==> src/rtl/motor_pkg.sv <==
// Shared definitions for the motor PWM driver: default command width,
// the fetch FSM state type, and a sizing helper for the watchdog counter.
package motor_pkg;

  localparam int MOTOR_WIDTH_DEFAULT = 8;

  typedef enum logic [0:0] {
    S_IDLE    = 1'b0,
    S_CAPTURE = 1'b1
  } fetch_state_t;

  // The watchdog counter has to hold the terminal count itself, because it
  // saturates there.
  function automatic int wdog_width(input int periods);
    return (periods < 1) ? 1 : $clog2(periods + 1);
  endfunction

endpackage

==> src/rtl/motor_pwm_driver_if.sv <==
// Read-side handshake of the paired left/right speed-command FIFOs.
//   i_left_motor / i_right_motor : FIFO read data, valid the cycle after rd_en
//   i_left_empty / i_right_empty : FIFO empty flags
//   o_left_rd_en / o_right_rd_en : FIFO pop strobes
// master = the command consumer (motor_pwm_driver), slave = the FIFO pair.
interface motor_pwm_driver_if
  import motor_pkg::*;
#(
  parameter int MW = MOTOR_WIDTH_DEFAULT
) ();

  logic [MW-1:0] i_left_motor;
  logic          i_left_empty;
  logic          o_left_rd_en;
  logic [MW-1:0] i_right_motor;
  logic          i_right_empty;
  logic          o_right_rd_en;

  modport master (
    input  i_left_motor, i_left_empty, i_right_motor, i_right_empty,
    output o_left_rd_en, o_right_rd_en
  );

  modport slave (
    output i_left_motor, i_left_empty, i_right_motor, i_right_empty,
    input  o_left_rd_en, o_right_rd_en
  );

endinterface

==> src/rtl/pwm_channel.sv <==
// One motor channel: target register, per-period slew-limited duty and the
// registered PWM compare.
//   clk, reset  : clock, synchronous active-high reset
//   pwm_cnt     : shared PWM period counter
//   period_end  : strobe on the last tick-cycle of a PWM period
//   load        : capture target_in as the new target
//   target_in   : command value from the FIFO
//   force_zero  : watchdog expiry, drive the target to 0 (load has priority)
//   duty        : currently applied duty
//   pwm         : PWM output, one cycle behind the compare
module pwm_channel
  import motor_pkg::*;
#(
  parameter int MW        = MOTOR_WIDTH_DEFAULT,
  parameter int SLEW_STEP = 8
) (
  input  logic          clk,
  input  logic          reset,
  input  logic [MW-1:0] pwm_cnt,
  input  logic          period_end,
  input  logic          load,
  input  logic [MW-1:0] target_in,
  input  logic          force_zero,
  output logic [MW-1:0] duty,
  output logic          pwm
);

  // A step of 2**MW-1 or more already reaches any target in one period, so
  // clamping keeps the step representable in the MW+1-bit signed domain.
  localparam int STEP_CLAMP = (SLEW_STEP > (2**MW - 1)) ? (2**MW - 1) : SLEW_STEP;
  localparam logic signed [MW:0] STEP_S = $signed((MW+1)'(STEP_CLAMP));

  logic [MW-1:0] target_p0;
  logic [MW-1:0] duty_p0;
  logic          pwm_p1;

  // Move cur toward tgt by at most STEP_S; overshoot is impossible because
  // the full step is only taken when the distance exceeds it.
  function automatic logic [MW-1:0] slew_toward(input logic [MW-1:0] cur,
                                                input logic [MW-1:0] tgt);
    logic signed [MW:0] cur_s;
    logic signed [MW:0] tgt_s;
    logic signed [MW:0] diff;
    logic signed [MW:0] nxt;
    cur_s = $signed({1'b0, cur});
    tgt_s = $signed({1'b0, tgt});
    diff  = tgt_s - cur_s;
    if (diff > STEP_S)
      nxt = cur_s + STEP_S;
    else if (diff < -STEP_S)
      nxt = cur_s - STEP_S;
    else
      nxt = tgt_s;
    return nxt[MW-1:0];
  endfunction

  // Stage p0: target and duty registers; slew reads the pre-capture target.
  always_ff @(posedge clk) begin
    if (reset) begin
      target_p0 <= '0;
      duty_p0   <= '0;
      pwm_p1    <= 1'b0;
    end else begin
      if (load)
        target_p0 <= target_in;
      else if (force_zero)
        target_p0 <= '0;
      if (period_end)
        duty_p0 <= slew_toward(duty_p0, target_p0);
      // Stage p1: registered compare.
      pwm_p1 <= (pwm_cnt < duty_p0);
    end
  end

  assign duty = duty_p0;
  assign pwm  = pwm_p1;

endmodule

==> src/rtl/motor_pwm_driver.sv <==
// Pops paired left/right speed commands and drives two slew-limited PWM
// outputs, with a watchdog that ramps both motors to stop when commands stall.
//   clk, reset     : clock, synchronous active-high reset
//   fifo           : FIFO read handshake (master side)
//   o_left_pwm     : left motor PWM
//   o_right_pwm    : right motor PWM
//   o_left_duty    : applied left duty
//   o_right_duty   : applied right duty
//   o_period_end   : strobe on the last tick-cycle of each PWM period
//   o_timeout      : watchdog expired, held until the next command capture
module motor_pwm_driver
  import motor_pkg::*;
#(
  parameter int MOTOR_WIDTH      = MOTOR_WIDTH_DEFAULT,
  parameter int CLK_DIV          = 196,
  parameter int SLEW_STEP        = 8,
  parameter int WATCHDOG_PERIODS = 64
) (
  input  logic                   clk,
  input  logic                   reset,
  motor_pwm_driver_if.master     fifo,
  output logic                   o_left_pwm,
  output logic                   o_right_pwm,
  output logic [MOTOR_WIDTH-1:0] o_left_duty,
  output logic [MOTOR_WIDTH-1:0] o_right_duty,
  output logic                   o_period_end,
  output logic                   o_timeout
);

  localparam int PS_W = (CLK_DIV > 1) ? $clog2(CLK_DIV) : 1;
  localparam int WD_W = wdog_width(WATCHDOG_PERIODS);
  localparam logic [PS_W-1:0] PS_MAX  = PS_W'(CLK_DIV - 1);
  localparam logic [WD_W-1:0] WD_MAX  = WD_W'(WATCHDOG_PERIODS);
  localparam logic [WD_W-1:0] WD_LAST = WD_W'(WATCHDOG_PERIODS - 1);

  fetch_state_t           state;
  logic [PS_W-1:0]        prescaler;
  logic [MOTOR_WIDTH-1:0] pwm_cnt;
  logic [WD_W-1:0]        wdog;
  logic                   timeout;
  logic                   tick;
  logic                   period_end;
  logic                   fetch;
  logic                   capture;
  logic                   expire;

  assign tick       = (prescaler == PS_MAX);
  assign period_end = tick && (pwm_cnt == '1);
  assign capture    = (state == S_CAPTURE);
  // Gating with reset keeps the FIFOs untouched while reset is held, even
  // though the state register is already IDLE.
  assign fetch      = !reset && (state == S_IDLE) &&
                      !fifo.i_left_empty && !fifo.i_right_empty;
  // A capture in the same cycle restarts the watchdog instead.
  assign expire     = period_end && !capture && (wdog == WD_LAST);

  assign fifo.o_left_rd_en  = fetch;
  assign fifo.o_right_rd_en = fetch;

  // Stage p0: fetch FSM. CAPTURE always lasts one cycle, which limits the
  // pop rate to one pair per two cycles.
  always_ff @(posedge clk) begin
    if (reset)
      state <= S_IDLE;
    else if (fetch)
      state <= S_CAPTURE;
    else
      state <= S_IDLE;
  end

  always_ff @(posedge clk) begin
    if (reset) begin
      prescaler <= '0;
      pwm_cnt   <= '0;
    end else begin
      prescaler <= tick ? '0 : prescaler + 1'b1;
      if (tick)
        pwm_cnt <= pwm_cnt + 1'b1;
    end
  end

  always_ff @(posedge clk) begin
    if (reset) begin
      wdog    <= '0;
      timeout <= 1'b0;
    end else if (capture) begin
      wdog    <= '0;
      timeout <= 1'b0;
    end else if (period_end && (wdog != WD_MAX)) begin
      wdog <= wdog + 1'b1;
      if (expire)
        timeout <= 1'b1;
    end
  end

  pwm_channel #(.MW(MOTOR_WIDTH), .SLEW_STEP(SLEW_STEP)) u_left (
    .clk        (clk),
    .reset      (reset),
    .pwm_cnt    (pwm_cnt),
    .period_end (period_end),
    .load       (capture),
    .target_in  (fifo.i_left_motor),
    .force_zero (expire),
    .duty       (o_left_duty),
    .pwm        (o_left_pwm)
  );

  pwm_channel #(.MW(MOTOR_WIDTH), .SLEW_STEP(SLEW_STEP)) u_right (
    .clk        (clk),
    .reset      (reset),
    .pwm_cnt    (pwm_cnt),
    .period_end (period_end),
    .load       (capture),
    .target_in  (fifo.i_right_motor),
    .force_zero (expire),
    .duty       (o_right_duty),
    .pwm        (o_right_pwm)
  );

  assign o_period_end = period_end;
  assign o_timeout    = timeout;

endmodule

==> src/flat_wrapper.sv <==
// flat-port wrapper written by rule: the top's interface ports become plain ports
module motor_pwm_driver_flat import motor_pkg::*;
#(
  parameter int MOTOR_WIDTH      = MOTOR_WIDTH_DEFAULT,
  parameter int CLK_DIV          = 196,
  parameter int SLEW_STEP        = 8,
  parameter int WATCHDOG_PERIODS = 64
)
  (clk, reset, o_left_pwm, o_right_pwm, o_left_duty, o_right_duty, o_period_end, o_timeout, fifo_i_left_motor, fifo_i_left_empty, fifo_i_right_motor, fifo_i_right_empty, fifo_o_left_rd_en, fifo_o_right_rd_en);
  motor_pwm_driver_if #(.MW((8))) fifo_i ();
  input  logic clk;
  input  logic reset;
  output logic o_left_pwm;
  output logic o_right_pwm;
  output logic [MOTOR_WIDTH-1:0] o_left_duty;
  output logic [MOTOR_WIDTH-1:0] o_right_duty;
  output logic o_period_end;
  output logic o_timeout;
  input wire logic [$bits(fifo_i.i_left_motor)-1:0] fifo_i_left_motor;
  input wire logic [$bits(fifo_i.i_left_empty)-1:0] fifo_i_left_empty;
  input wire logic [$bits(fifo_i.i_right_motor)-1:0] fifo_i_right_motor;
  input wire logic [$bits(fifo_i.i_right_empty)-1:0] fifo_i_right_empty;
  output wire logic [$bits(fifo_i.o_left_rd_en)-1:0] fifo_o_left_rd_en;
  output wire logic [$bits(fifo_i.o_right_rd_en)-1:0] fifo_o_right_rd_en;
  assign fifo_i.i_left_motor = fifo_i_left_motor;
  assign fifo_i.i_left_empty = fifo_i_left_empty;
  assign fifo_i.i_right_motor = fifo_i_right_motor;
  assign fifo_i.i_right_empty = fifo_i_right_empty;
  assign fifo_o_left_rd_en = fifo_i.o_left_rd_en;
  assign fifo_o_right_rd_en = fifo_i.o_right_rd_en;
  motor_pwm_driver #(.MOTOR_WIDTH(MOTOR_WIDTH), .CLK_DIV(CLK_DIV), .SLEW_STEP(SLEW_STEP), .WATCHDOG_PERIODS(WATCHDOG_PERIODS)) u_core (.clk(clk), .reset(reset), .fifo(fifo_i), .o_left_pwm(o_left_pwm), .o_right_pwm(o_right_pwm), .o_left_duty(o_left_duty), .o_right_duty(o_right_duty), .o_period_end(o_period_end), .o_timeout(o_timeout));
endmodule
==> config.mk <==
export PLATFORM = sky130hd
export DESIGN_NAME = motor_pwm_driver_flat
export DESIGN_NICKNAME = d
export VERILOG_FILES = /design/src/rtl/motor_pkg.sv /design/src/rtl/motor_pwm_driver_if.sv /design/src/rtl/pwm_channel.sv /design/src/rtl/motor_pwm_driver.sv /design/src/flat_wrapper.sv
export SDC_FILE = /design/constraint.sdc
export NUM_CORES = 1
export LEC_CHECK = 0
export ABC_AREA = 1
export CAP_MARGIN = 5
export CORE_AREA = 2 2 131 133
export CTS_BUF_LIST = sky130_fd_sc_hd__clkbuf_4
export CTS_CLUSTER_DIAMETER = 100
export CTS_CLUSTER_SIZE = 24
export DETAILED_ROUTE_END_ITERATION = 16
export DIE_AREA = 0 0 133 135
export DONT_BUFFER_PORTS = 1
export HOLD_SLACK_MARGIN = 0.06
export SLEW_MARGIN = 20
export SYNTH_ARGS = -nofsm -noshare
export SYNTH_HDL_FRONTEND = slang
export SYNTH_HIERARCHICAL = 1
export SYNTH_SLANG_ARGS = --single-unit
export TNS_END_PERCENT = 1
==> constraint.sdc <==
create_clock -name clk -period 6.21 [get_ports clk]
set_clock_uncertainty 0.05 [all_clocks]
set_input_delay 0.3105 -clock clk [delete_from_list [all_inputs] [get_ports clk]]
set_output_delay 0.3105 -clock clk [all_outputs]
set_load 0.02 [all_outputs]
== Word-level counts from Yosys, hierarchy flattened ==
Index checks and enable logic that the tools add are counted.

* Output and inout port bits: 22
* Logic and storage cells: 54
* Register bits after elaboration: 59
* Input port bits: 20

* Reductions and logical operators: 15
* Eq/ne operators: 4
* Muxes and demuxes: 8
* $lt $le $gt $ge: 6
* Bitwise gates (word level): 1
* $add $sub $neg: 9

{| class="wikitable"
|+ Operators by type and width
! operator !! number
|-
| two-way mux 8 bit || 7
|-
| greater-than comparator 9 x 5 -> 1 bit, second input constant || 2
|-
| less-than comparator 9 x 4 -> 1 bit, second input constant || 2
|-
| subtractor 8 x 8 -> 9 bit || 2
|-
| adder 8 x 1 -> 8 bit, second input constant || 2
|-
| adder 8 x 4 -> 8 bit, second input constant || 2
|-
| == test 8 bit, second input constant || 2
|-
| less-than comparator 8 bit || 2
|-
| subtractor 8 x 4 -> 8 bit, second input constant || 2
|-
| adder 7 x 1 -> 7 bit, second input constant || 1
|-
| == test 7 x 6 -> 1 bit, second input constant || 1
|-
| logical AND 1 bit || 7
|-
| != test 7 bit, second input constant || 1
|-
| logical NOT 1 bit || 4
|-
| OR reduction 2 bit || 2
|-
| AND reduction 2 bit || 1
|-
| nonzero test 2 bit || 1
|-
| two-way mux 1 bit || 1
|-
| NOT 1 bit || 1
|}

== Depth between registers and ports, before layout ==
Gate-level depths: netlist of the first run.

* Depth after elaboration: 6
* Gate-level depth with buffers: 18
* Gate-level depth less buffers: 18

== Modules after synthesis ==
The synthesis of the first run kept the hierarchy.

{| class="wikitable"
|+ By module, submodules not included
! module !! area an instance (um2) !! instances !! sequential area each (um2) !! cells each
|-
| pwm_channel at u_core.u_left || 1541.5 || 1 || 340.3 || 241
|-
| pwm_channel at u_core.u_right || 1512.7 || 1 || 340.3 || 235
|-
| motor_pwm_driver || 1367.6 || 1 || 500.5 || 188
|}

== Worst setup path before layout of the first run ==
OpenSTA, ideal clock, no wires.

* Path type: flip-flop to flip-flop
* Start point: register u_core.u_left.duty_p0[5] (netlist: u_core/u_left/duty[5])
* End point: register u_core.u_left.duty_p0[1] (netlist: u_core/u_left/duty[1])
* Required time: 6047 ps
* Buffers on the path: 0
* Arrival time: 2089 ps
* Cell stages (with the launch flop): 13
* Library setup time: 113 ps
* Period minus slack after synthesis: 2252 ps
* Slack: 3958 ps
* Cell sequence: dfxtp_1 > inv_1 > ha_1 > a21oi_2 > o21ai_1 > a21oi_2 > inv_2 > nand2_4 > nand2_4 > inv_2 > nand2_4 > nor2_1 > nor2_1

* Word-level cells in the longest chain between the ends: 4
* Elaborated cells on any way between the ends: 5
* Classes of those cells: 1 x add/sub; 2 x order compare; 2 x mux

{| class="wikitable"
|+ Ends and longest elaborated chain
! item !! RTL line !! source
|-
| start, declared || pwm_channel.sv:34 || <nowiki>logic [MW-1:0] duty_p0;</nowiki>
|-
| start signal, assigned || pwm_channel.sv:69 || <nowiki>duty_p0 <= slew_toward(duty_p0, target_p0);</nowiki>
|-
| subtractor 8 x 8 -> 9 bit * || pwm_channel.sv:47 || <nowiki>diff = tgt_s - cur_s;</nowiki>
|-
| less-than comparator 9 x 4 -> 1 bit || pwm_channel.sv:50 || <nowiki>else if (diff < -STEP_S)</nowiki>
|-
| two-way mux 8 bit || pwm_channel.sv:50 ||
|-
| two-way mux 8 bit * || pwm_channel.sv:48 || <nowiki>if (diff > STEP_S)</nowiki>
|}

Every way passes the cells marked *; elsewhere a longest branch is shown, timed or not.
A chain may end at the register's enable or synchronous reset.

== Final worst setup path of the first run ==
* Start point: register u_core.pwm_cnt[1]
* End point: register u_core.u_right.target_p0[2]

* Word-level cells in the longest chain between the ends: 5

{| class="wikitable"
|+ Ends and longest elaborated chain
! item !! RTL line !! source
|-
| start, declared || motor_pwm_driver.sv:38 || <nowiki>logic [MOTOR_WIDTH-1:0] pwm_cnt;</nowiki>
|-
| start signal, assigned || motor_pwm_driver.sv:78 || <nowiki>pwm_cnt <= pwm_cnt + 1'b1;</nowiki>
|-
| == test 8 bit || motor_pwm_driver.sv:48 || <nowiki>assign period_end = tick && (pwm_cnt == '1);</nowiki>
|-
| logical AND 1 bit || motor_pwm_driver.sv:48 ||
|-
| via o_period_end || flat_wrapper.sv:17 || <nowiki>output logic o_period_end;</nowiki>
|-
| logical AND 1 bit (2 in a row) || motor_pwm_driver.sv:55 || <nowiki>assign expire = period_end && !capture && (wdog == WD_LAST);</nowiki>
|-
| via u_core.expire || motor_pwm_driver.sv:45 || <nowiki>logic expire;</nowiki>
|-
| nonzero test 2 bit (no source line) || n/a ||
|-
| end signal, assigned || pwm_channel.sv:65 || <nowiki>target_p0 <= target_in;</nowiki>
|-
| end, declared || pwm_channel.sv:33 || <nowiki>logic [MW-1:0] target_p0;</nowiki>
|}

The timed path passes the listed nets, and every way through them passes these cells.

==> run summary, run 1 <==
Status: completed
Final hold slack: 0.115 ns
Non-filler cells, final: 914
Core Util, Final: 30.7%
Hold Path Class: input pin to flop
Distinct cells, synth: 42
Clk slew on worst S/H paths: 0.11 ns
Final setup vio count: 0
Core ar.: 16400 sq um
Synth Net Count: 724
Detailed-route DRC error count: 0
Std-Cell Rows: 47
Die H: 135 um
CTS tree: built
Psw: 0.270 mW
Synth area leader: dfxtp_1
Setup TNS: 0 ns
Final ANT Viol Nets: 0
Sink Count: 59
Slew Viols, Final: 0
Sequential share of power: 44.5%
Pre-CTS setup slack: 3.61 ns
YS warnings: 6
Post-layout min period: 2.95 ns
Max-slew headroom: 42.9%
Crit-path max FO: 28
Syn_area_per_cell: 6.66 sq um
Worst-Skew Late Latency: 0.44 ns
Hold worst-path end: u_core/wdog[5]
Grt ovf: 0
GPL Wtd Cong: 0.862
CP Launch Type: flop
Comb power frac: 18.5%
HPWL after DPL: 8080 um
N_diodes: 0
EDFF count, synth: 0
Via count: 4111
Setup ws final: 3.26 ns
TritonCTS Buffers: 9
Chip Width: 133 um
RSZ-0062 raised after global routing: false
Critical Path AT: 3.24 ns
Worst R2R End: u_core/u_right/target_p0[2]
Setup crit end kind: flop
Max rail drop VDD: 0.105 mV
Vias per inst: 4.50
# IOs: 42
Switch share: 30.8%
Drt pass-1 iters: 4
Largest net degree at the start of global routing: 29
PD cells: 174 nW/um^2
First-pass GRT wire length: 18700 um
Area Growth Syn to Fin: 14.0%
P_int: 0.606 mW
Cells after Synth: 664
Asr flop ratio synth: 0%
WHS Path Cells: 3
Fmax: 0.339 GHz
Clk root buf: clkbuf_4
Design Area, Final: 5040 sq um
Nets: 749
Layout cells sized above 1: 10.4%
Placed cell count: 876
Reg2Reg Depth: 11
Static Leak: 2.34 nW
Slew at the pin closest to its max-slew limit: 0.856 ns
Initial DRC count: 250
Max-cap check violation count: 0
Synth top area share: 26.7%
Clock power share: 37.0%
Initial antenna violation count: 0
Wire per inst: 11.9 um
Fin crit share: 47.5%
Final WL: 10900 um
Power Total: 0.876 mW
Post-CTS setup buffer count: 0
Required @ worst endpoint: 6.50 ns
Vias in the first global route: 3778
Final count of hold timing violations: 0
DIE AREA: 18000 sq um
R2r startpoint: u_core/pwm_cnt[1]
Max Buffers Root-to-Sink: 2
Synth Flop Type: dfxtp_1
Netlist Area Pre-Place: 4420 sq um
Sequential area share after synthesis: 26.7%
Placed Instance Area: 4650 sq um
Crit Path Class: flop to flop
Commonest cells after routing, fill and taps aside: nand2_1 (189), inv_1 (89), nand3_1 (68), dfxtp_1 (59), a21oi_1 (56)
Port Buf Inserts: 0
Dominant cells by area after synthesis: dfxtp_1 (27%), nand2_1 (16%), ha_1 (11%), nand3_1 (7.7%), inv_1 (7.6%)
Min-Delay Startpoint: reset
CTS H-Tree Depth: 3
Initial core utilization: 27.0%
Register bit total from synthesis: 59
Commonest non-fill, non-tap cell in the layout: nand2_1
R2R Setup Slk: 3.26 ns
Total track usage: 12.8%
-- cells in the mapped netlist, types with 2 or more instances --
| cell type | instances |
|---|---|
| nor4_1 | 2 |
| nor3b_1 | 2 |
| nor2_2 | 9 |
| a21oi_1 | 56 |
| nor3_1 | 6 |
| nand3b_1 | 3 |
| a21oi_2 | 5 |
| fa_1 | 2 |
| inv_2 | 7 |
| nand2_2 | 10 |
| o21ai_1 | 6 |
| xor2_1 | 11 |
| or2_1 | 2 |
| nand2_4 | 7 |
| nor2_8 | 2 |
| or2_2 | 2 |
| ha_1 | 38 |
| o21ai_0 | 11 |
| nand3_2 | 6 |
| dfxtp_1 | 59 |
| nor2_1 | 39 |
| clkbuf_1 | 3 |
| nand2_1 | 189 |
| nand3_1 | 68 |
| clkinv_1 | 3 |
| o21a_1 | 2 |
| xnor2_1 | 4 |
| nand4_1 | 6 |
| inv_1 | 89 |
| o211ai_1 | 2 |
| buf_6 | 2 |
-- layout make-up --
class                   count  area (sq um)
clock inverters             7          92.6
repair buffers             22           230
well taps                 220           275
inverters                  99           372
flip-flops and latches     59          1180
clock buffers               9          67.6
multi-input cells         498          2820
fillers                  1811         11400
-- critical path, stage by stage (launching register included) --
cell           delay (ns)
dfxtp_1              0.46
ha_1                 0.26
nand3_1              0.15
clkinv_1             0.10
nand2_2              0.08
nor2_8               0.45
nand2_1              0.20
inv_1                0.16
nor2_1               0.18
nand2_1              0.14
a21oi_1              0.07
dlygate4sd3_1        0.55
-- kinds of logic after synthesis --
family	synth area share, %
adders and majority gates	11.7
and+or+nand+nor	38.8
buffers and inverters	9.54
xor gates and xnor gates	2.97
DFF	26.7
AOI/OAI and AO/OA	10.3
-- routing by layer --
| metal | share of wire [%] | track usage, % |
|---|---|---|
| met5 | 0 | 0 |
| met4 | 0.72 | 2.81 |
| met3 | 4.5 | 3.60 |
| met2 | 44 | 20.0 |
| met1 | 50 | 17.7 |
-- registers in the layout, summed over array words and instances (netlist names) --
register / cells
u_core/u_right/pwm: 1
u_core/wdog: 7
u_core/o_timeout: 1
u_core/prescaler: 8
u_core/capture: 1
u_core/pwm_cnt: 8
u_core/u_right/duty: 8
u_core/u_right/target_p0: 8
u_core/u_left/pwm: 1
u_core/u_left/target_p0: 8
u_core/u_left/duty: 8
-- power groups by stage --
stage          sequential, mW  combinational (mW)  clock (mW)
2_1_floorplan           0.395               0.125           0
3_3_place_gp            0.399               0.146           0
3_5_place_dp            0.398               0.146           0
4_1_cts                 0.390               0.162       0.341
5_1_grt                 0.391               0.184       0.353
6_report                0.390               0.162       0.324
-- how the worst max path moves through the flow --
stage / start / cells past startpoint / slack, ns / to
after detailed placement: u_core/u_left/duty[5] / 13 / 3.61 / u_core/u_left/duty[0]
after global routing: u_core/pwm_cnt[1] / 11 / 3.03 / u_core/u_right/target_p0[2]
after global placement: u_core/u_left/duty[3] / 15 / 3.66 / u_core/u_left/duty[0]
after floorplan: u_core/u_left/duty[5] / 12 / 3.96 / u_core/u_left/duty[1]
after CTS: u_core/pwm_cnt[1] / 11 / 3.25 / u_core/u_right/target_p0[1]
final: u_core/pwm_cnt[1] / 11 / 3.26 / u_core/u_right/target_p0[2]
-- timing repair --
action | 4_1_cts | 5_1_grt
hold endpoints to repair | 32 | 0
hold buffers | 22 | 0
gates resized for setup | 0 | 0
setup endpoints to repair | 0 | 0
Power figures use the tool's default switching activity.
==> inputs of run 2 (changes only) <==
==> constraint.sdc (replaced) <==
create_clock -name clk -period 2.9 [get_ports clk]
set_clock_uncertainty 0.05 [all_clocks]
set_input_delay 0.145 -clock clk [delete_from_list [all_inputs] [get_ports clk]]
set_output_delay 0.145 -clock clk [all_outputs]
set_load 0.02 [all_outputs]
==> run summary, run 2 (synthesized netlist as in run 1, its figures left out) <==
Clock power share: 34.5%
N_diodes: 0
First-pass GRT wire length: 18200 um
Psw: 0.590 mW
Worst-Skew Late Latency: 0.44 ns
Vias per inst: 4.45
Wire per inst: 11.5 um
Max Buffers Root-to-Sink: 2
Detailed-route DRC error count: 0
# IOs: 42
Initial DRC count: 218
Commonest non-fill, non-tap cell in the layout: nand2_1
GPL Wtd Cong: 0.814
Crit-path max FO: 7
Post-layout min period: 2.52 ns
Layout cells sized above 1: 11.5%
Setup TNS: 0 ns
DIE AREA: 18000 sq um
Largest net degree at the start of global routing: 29
Initial antenna violation count: 0
Vias in the first global route: 3824
Nets: 765
Slew Viols, Final: 0
Clk root buf: clkbuf_4
Final setup vio count: 0
Final hold slack: 0.268 ns
Final WL: 10700 um
CTS tree: built
WHS Path Cells: 2
Core Util, Final: 31.4%
Die H: 135 um
Port Buf Inserts: 0
Drt pass-1 iters: 4
Chip Width: 133 um
Worst R2R End: u_core/u_right/duty[0]
Max-cap check violation count: 0
Sink Count: 59
Setup crit end kind: flop
Fin crit share: 86.8%
PD cells: 351 nW/um^2
Post-CTS setup buffer count: 0
Max rail drop VDD: 0.168 mV
Core ar.: 16400 sq um
Critical Path AT: 2.85 ns
Power Total: 1.81 mW
Status: completed
Commonest cells after routing, fill and taps aside: nand2_1 (189), inv_1 (89), nand3_1 (68), dfxtp_1 (59), a21oi_1 (56)
Max-slew headroom: 72.2%
Via count: 4135
Grt ovf: 0
CTS H-Tree Depth: 3
HPWL after DPL: 8160 um
Area Growth Syn to Fin: 16.7%
P_int: 1.22 mW
Hold Path Class: input pin to flop
Fmax: 0.397 GHz
Comb power frac: 19.6%
Initial core utilization: 27.0%
RSZ-0062 raised after global routing: false
Slew at the pin closest to its max-slew limit: 0.418 ns
Reg2Reg Depth: 11
Crit Path Class: flop to flop
Switch share: 32.6%
Std-Cell Rows: 47
Sequential share of power: 45.9%
Final ANT Viol Nets: 0
R2R Setup Slk: 0.38 ns
Final count of hold timing violations: 0
Static Leak: 2.42 nW
Required @ worst endpoint: 3.23 ns
Clk slew on worst S/H paths: 0.13 ns
R2r startpoint: u_core/u_right/duty[5]
Hold worst-path end: u_core/capture
FILL cells: 1769
CP Launch Type: flop
Min-Delay Startpoint: fifo_i_left_empty
TritonCTS Buffers: 9
Total track usage: 12.5%
## run 2: what timing repair did
action / CTS / global route
gates resized for setup: 0 / 2
setup endpoints to repair: 0 / 5
hold buffers: 28 / 0
endpoints found under the hold margin: 56 / 0
## run 2: worst max path at each step
| stage | startpoint | end |
|---|---|---|
| after floorplan | u_core/u_left/duty[5] | u_core/u_left/duty[1] |
| after global placement | u_core/u_right/duty[5] | u_core/u_right/duty[1] |
| after detailed placement | u_core/u_right/duty[5] | u_core/u_right/duty[0] |
| after CTS | u_core/pwm_cnt[1] | u_core/u_right/target_p0[0] |
| after global routing | u_core/u_right/duty[5] | u_core/u_right/duty[5] |
| final | u_core/u_right/duty[5] | u_core/u_right/duty[0] |
## run 2: worst max-delay path, stage by stage (launching register included)
cell and delay (ns):
dfxtp_1 0.58, inv_1 0.19, ha_1 0.42, a21oi_1 0.29
o21ai_1 0.16, a21oi_4 0.24, inv_2 0.11, nand2_4 0.12
nand3_4 0.09, nand2_1 0.07, nand2_1 0.04, a21oi_1 0.10
## run 2: power groups by stage
stage	Combinational (mW)	Sequential (mW)	Clock, mW
finish	0.355	0.831	0.625
floorplan	0.267	0.846	0
CTS	0.355	0.831	0.656
global route	0.404	0.833	0.686
detailed placement	0.318	0.850	0
global placement	0.316	0.849	0
## run 2: stage by stage
| stage | std cells | cell area [sq um] | setup slack (ns) |
|---|---|---|---|
| 2_1_floorplan | 664 | 4420 | 0.648 |
| 3_3_place_gp | 886 | 4720 | 0.434 |
| 3_5_place_dp | 886 | 4720 | 0.410 |
| 4_1_cts | 930 | 5150 | 0.250 |
| 5_1_grt | 930 | 5160 | 0.106 |
| 6_report | 930 | 5160 | 0.383 |
## run 2: metal layers
metal / global-route usage, % / wire length (um) / part of all wire, % / vias to the layer above
met5: 0 / 0 / 0 / -
met4: 2.75 / 108 / 1.0 / 0
met3: 4.39 / 602 / 5.6 / 11
met2: 20.2 / 4820 / 45 / 76
met1: 16.2 / 5190 / 48 / 1827
li1: - / - / - / 2221
## run 2: area by class of cell
cell class              count  area, sq um  share of cell area (%)
clock buffers               9         67.6                    1.31
clock inverters             7         75.1                    1.45
multi-input cells         498         2820                    54.7
flip-flops and latches     59         1180                    22.9
well taps                 220          275                    5.33
inverters                  99          372                    7.20
repair buffers             38          365                    7.08
==> inputs of run 3 (changes only) <==
--- a/config.mk
+++ b/config.mk
@@ -6,6 +6,7 @@
 export NUM_CORES = 1
 export LEC_CHECK = 0
 export ABC_AREA = 1
+export BUFFER_PORTS_ARGS = -buffer_cell sky130_fd_sc_hd__buf_2
 export CAP_MARGIN = 5
 export CORE_AREA = 2 2 131 133
 export CTS_BUF_LIST = sky130_fd_sc_hd__clkbuf_4
@@ -13,8 +14,8 @@
 export CTS_CLUSTER_SIZE = 24
 export DETAILED_ROUTE_END_ITERATION = 16
 export DIE_AREA = 0 0 133 135
-export DONT_BUFFER_PORTS = 1
 export HOLD_SLACK_MARGIN = 0.06
+export REMOVE_ABC_BUFFERS = 1
 export SLEW_MARGIN = 20
 export SYNTH_ARGS = -nofsm -noshare
 export SYNTH_HDL_FRONTEND = slang
==> run summary, run 3 (synthesized netlist as in run 1, its figures left out) <==
Status: completed
Initial antenna violation count: 0
Max Buffers Root-to-Sink: 2
DRT met1 WL: 5370 um
Min-Delay Startpoint: reset
Vias per inst: 4.39
Final ANT Viol Nets: 0
Drt pass-1 iters: 4
WHS Path Cells: 2
Chip Width: 133 um
Max rail drop VDD: 0.148 mV
Initial DRC count: 194
Worst R2R End: u_core/u_left/duty[0]
# IOs: 42
First-pass GRT wire length: 18600 um
Layout cells sized above 1: 15.6%
Fin crit share: 85.0%
Crit-path max FO: 7
Crit Path Class: flop to flop
Largest stage delay on the critical path: 0.48 ns
Crit path cell chain: inv_1 > ha_1 > a21oi_2 > o21ai_1 > a21oi_2 > inv_2 > nand2_4 > nand2_4 > inv_2 > nand2_4 > nand2_1 > nand2_1 > nor2_1
DIE AREA: 18000 sq um
Pre-CTS setup slack: 0.446 ns
Setup ws final: 0.436 ns
PD cells: 342 nW/um^2
CP top delay family: compound AO/OA/AOI/OAI gates
Port Buf Inserts: 41
Commonest non-fill, non-tap cell in the layout: nand2_1
Reg2Reg Depth: 13
Max-slew headroom: 58.8%
Std-Cell Rows: 47
Worst-Skew Late Latency: 0.43 ns
Final WL: 10700 um
Hold worst-path end: u_core/u_right/target_p0[3]
R2r startpoint: u_core/u_left/duty[5]
Final count of hold timing violations: 0
CP Launch Type: flop
Setup TNS: 0 ns
HPWL after DPL: 8270 um
Area Growth Syn to Fin: 17.6%
Final setup vio count: 0
GPL Wtd Cong: 0.853
Max-cap check violation count: 0
Sink Count: 59
Met2 Wirelength: 4770 um
Post-cts resize count: 0
Fmax: 0.406 GHz
Slew Viols, Final: 0
FILL cells: 1800
Met3 wire len: 566 um
Via count: 4197
Vias in the first global route: 3952
Slowest CP cell: dfxtp_1
Largest net degree at the start of global routing: 29
Wire per inst: 11.2 um
Power Total: 1.78 mW
Clk slew on worst S/H paths: 0.11 ns
Initial core utilization: 27.0%
Critical Path Most Common Cell: nand2_4
Static Leak: 2.52 nW
Top Metal Used: met4
TritonCTS Buffers: 9
Commonest cells after routing, fill and taps aside: nand2_1 (189), inv_1 (89), nand3_1 (68), dfxtp_1 (59), a21oi_1 (56)
Core ar.: 16400 sq um
Nets: 791
Grt ovf: 0
Die H: 135 um
RSZ-0062 raised after global routing: false
Required @ worst endpoint: 3.22 ns
Buf+Inv Stages, Crit Path: 3
Detailed-route DRC error count: 0
Slew at the pin closest to its max-slew limit: 0.618 ns
Setup crit end kind: flop
Clk root buf: clkbuf_4
R2R Setup Slk: 0.44 ns
CTS tree: built
Hold Path Class: input pin to flop
Total track usage: 12.7%
N_diodes: 0
Post-layout min period: 2.46 ns
Critical Path AT: 2.78 ns
Crit. Startpoint: u_core/u_left/duty[5]
CTS H-Tree Depth: 3
[run 3: timing repair]
action | 4_1_cts | 5_1_grt
hold endpoints to repair | 17 | 0
setup buffers | 0 | 0
hold buffers | 18 | 0
[run 3: worst max path at each step]
stage / end / slack (ns) / cells past startpoint
floorplan: u_core/u_left/duty[0] / 0.63 / 12
global placement: u_core/u_left/duty[0] / 0.43 / 12
detailed placement: u_core/u_left/duty[0] / 0.45 / 13
CTS: u_core/u_left/duty[0] / 0.42 / 13
global route: u_core/u_left/duty[2] / 0.17 / 16
finish: u_core/u_left/duty[0] / 0.44 / 13
[run 3: where the power goes]
group / leakage (nW) / internal, mW / switching, mW / total [mW]
combinational: 1.97 / 0.136 / 0.220 / 0.355
sequential: 0.477 / 0.821 / 0.0104 / 0.831
clock: 0.0772 / 0.285 / 0.309 / 0.594
total: 2.52 / 1.24 / 0.539 / 1.78
[run 3: cell type report]
type | count | area [sq um] | share of cell area (%)
flip-flops and latches | 59 | 1180 | 22.7
well taps | 220 | 275 | 5.29
clock inverters | 3 | 40.0 | 0.770
inverters | 99 | 372 | 7.15
clock buffers | 12 | 90.1 | 1.73
multi-input cells | 498 | 2820 | 54.2
repair buffers | 64 | 423 | 8.13
[run 3: metal layers]
| metal | GRT usage [%] | vias up |
|---|---|---|
| met2 | 20.5 | 60 |
| met4 | 2.33 | 0 |
| met5 | 0 | - |
| met3 | 3.79 | 4 |
| li1 | - | 2276 |
| met1 | 17.0 | 1857 |
[run 3: worst register-to-register path, stage by stage, from the launching register on]
cell and delay [ns]:
dfxtp_1 0.48, inv_1 0.17, ha_1 0.40, a21oi_2 0.25, o21ai_1 0.10, a21oi_2 0.32, inv_2 0.12, nand2_4 0.13
nand2_4 0.06, inv_2 0.08, nand2_4 0.07, nand2_1 0.07, nand2_1 0.04, nor2_1 0.08
[run 3: metrics by stage]
stage	utilization (%)	hold WS [ns]	instances	instance area, sq um
CTS	31.7	0.168	955	5200
detailed placement	29.8	0.276	922	4890
global placement	29.8	0.274	922	4890
finish	31.7	0.186	955	5200
floorplan	-	0.164	656	4370
global route	31.7	0.183	955	5200
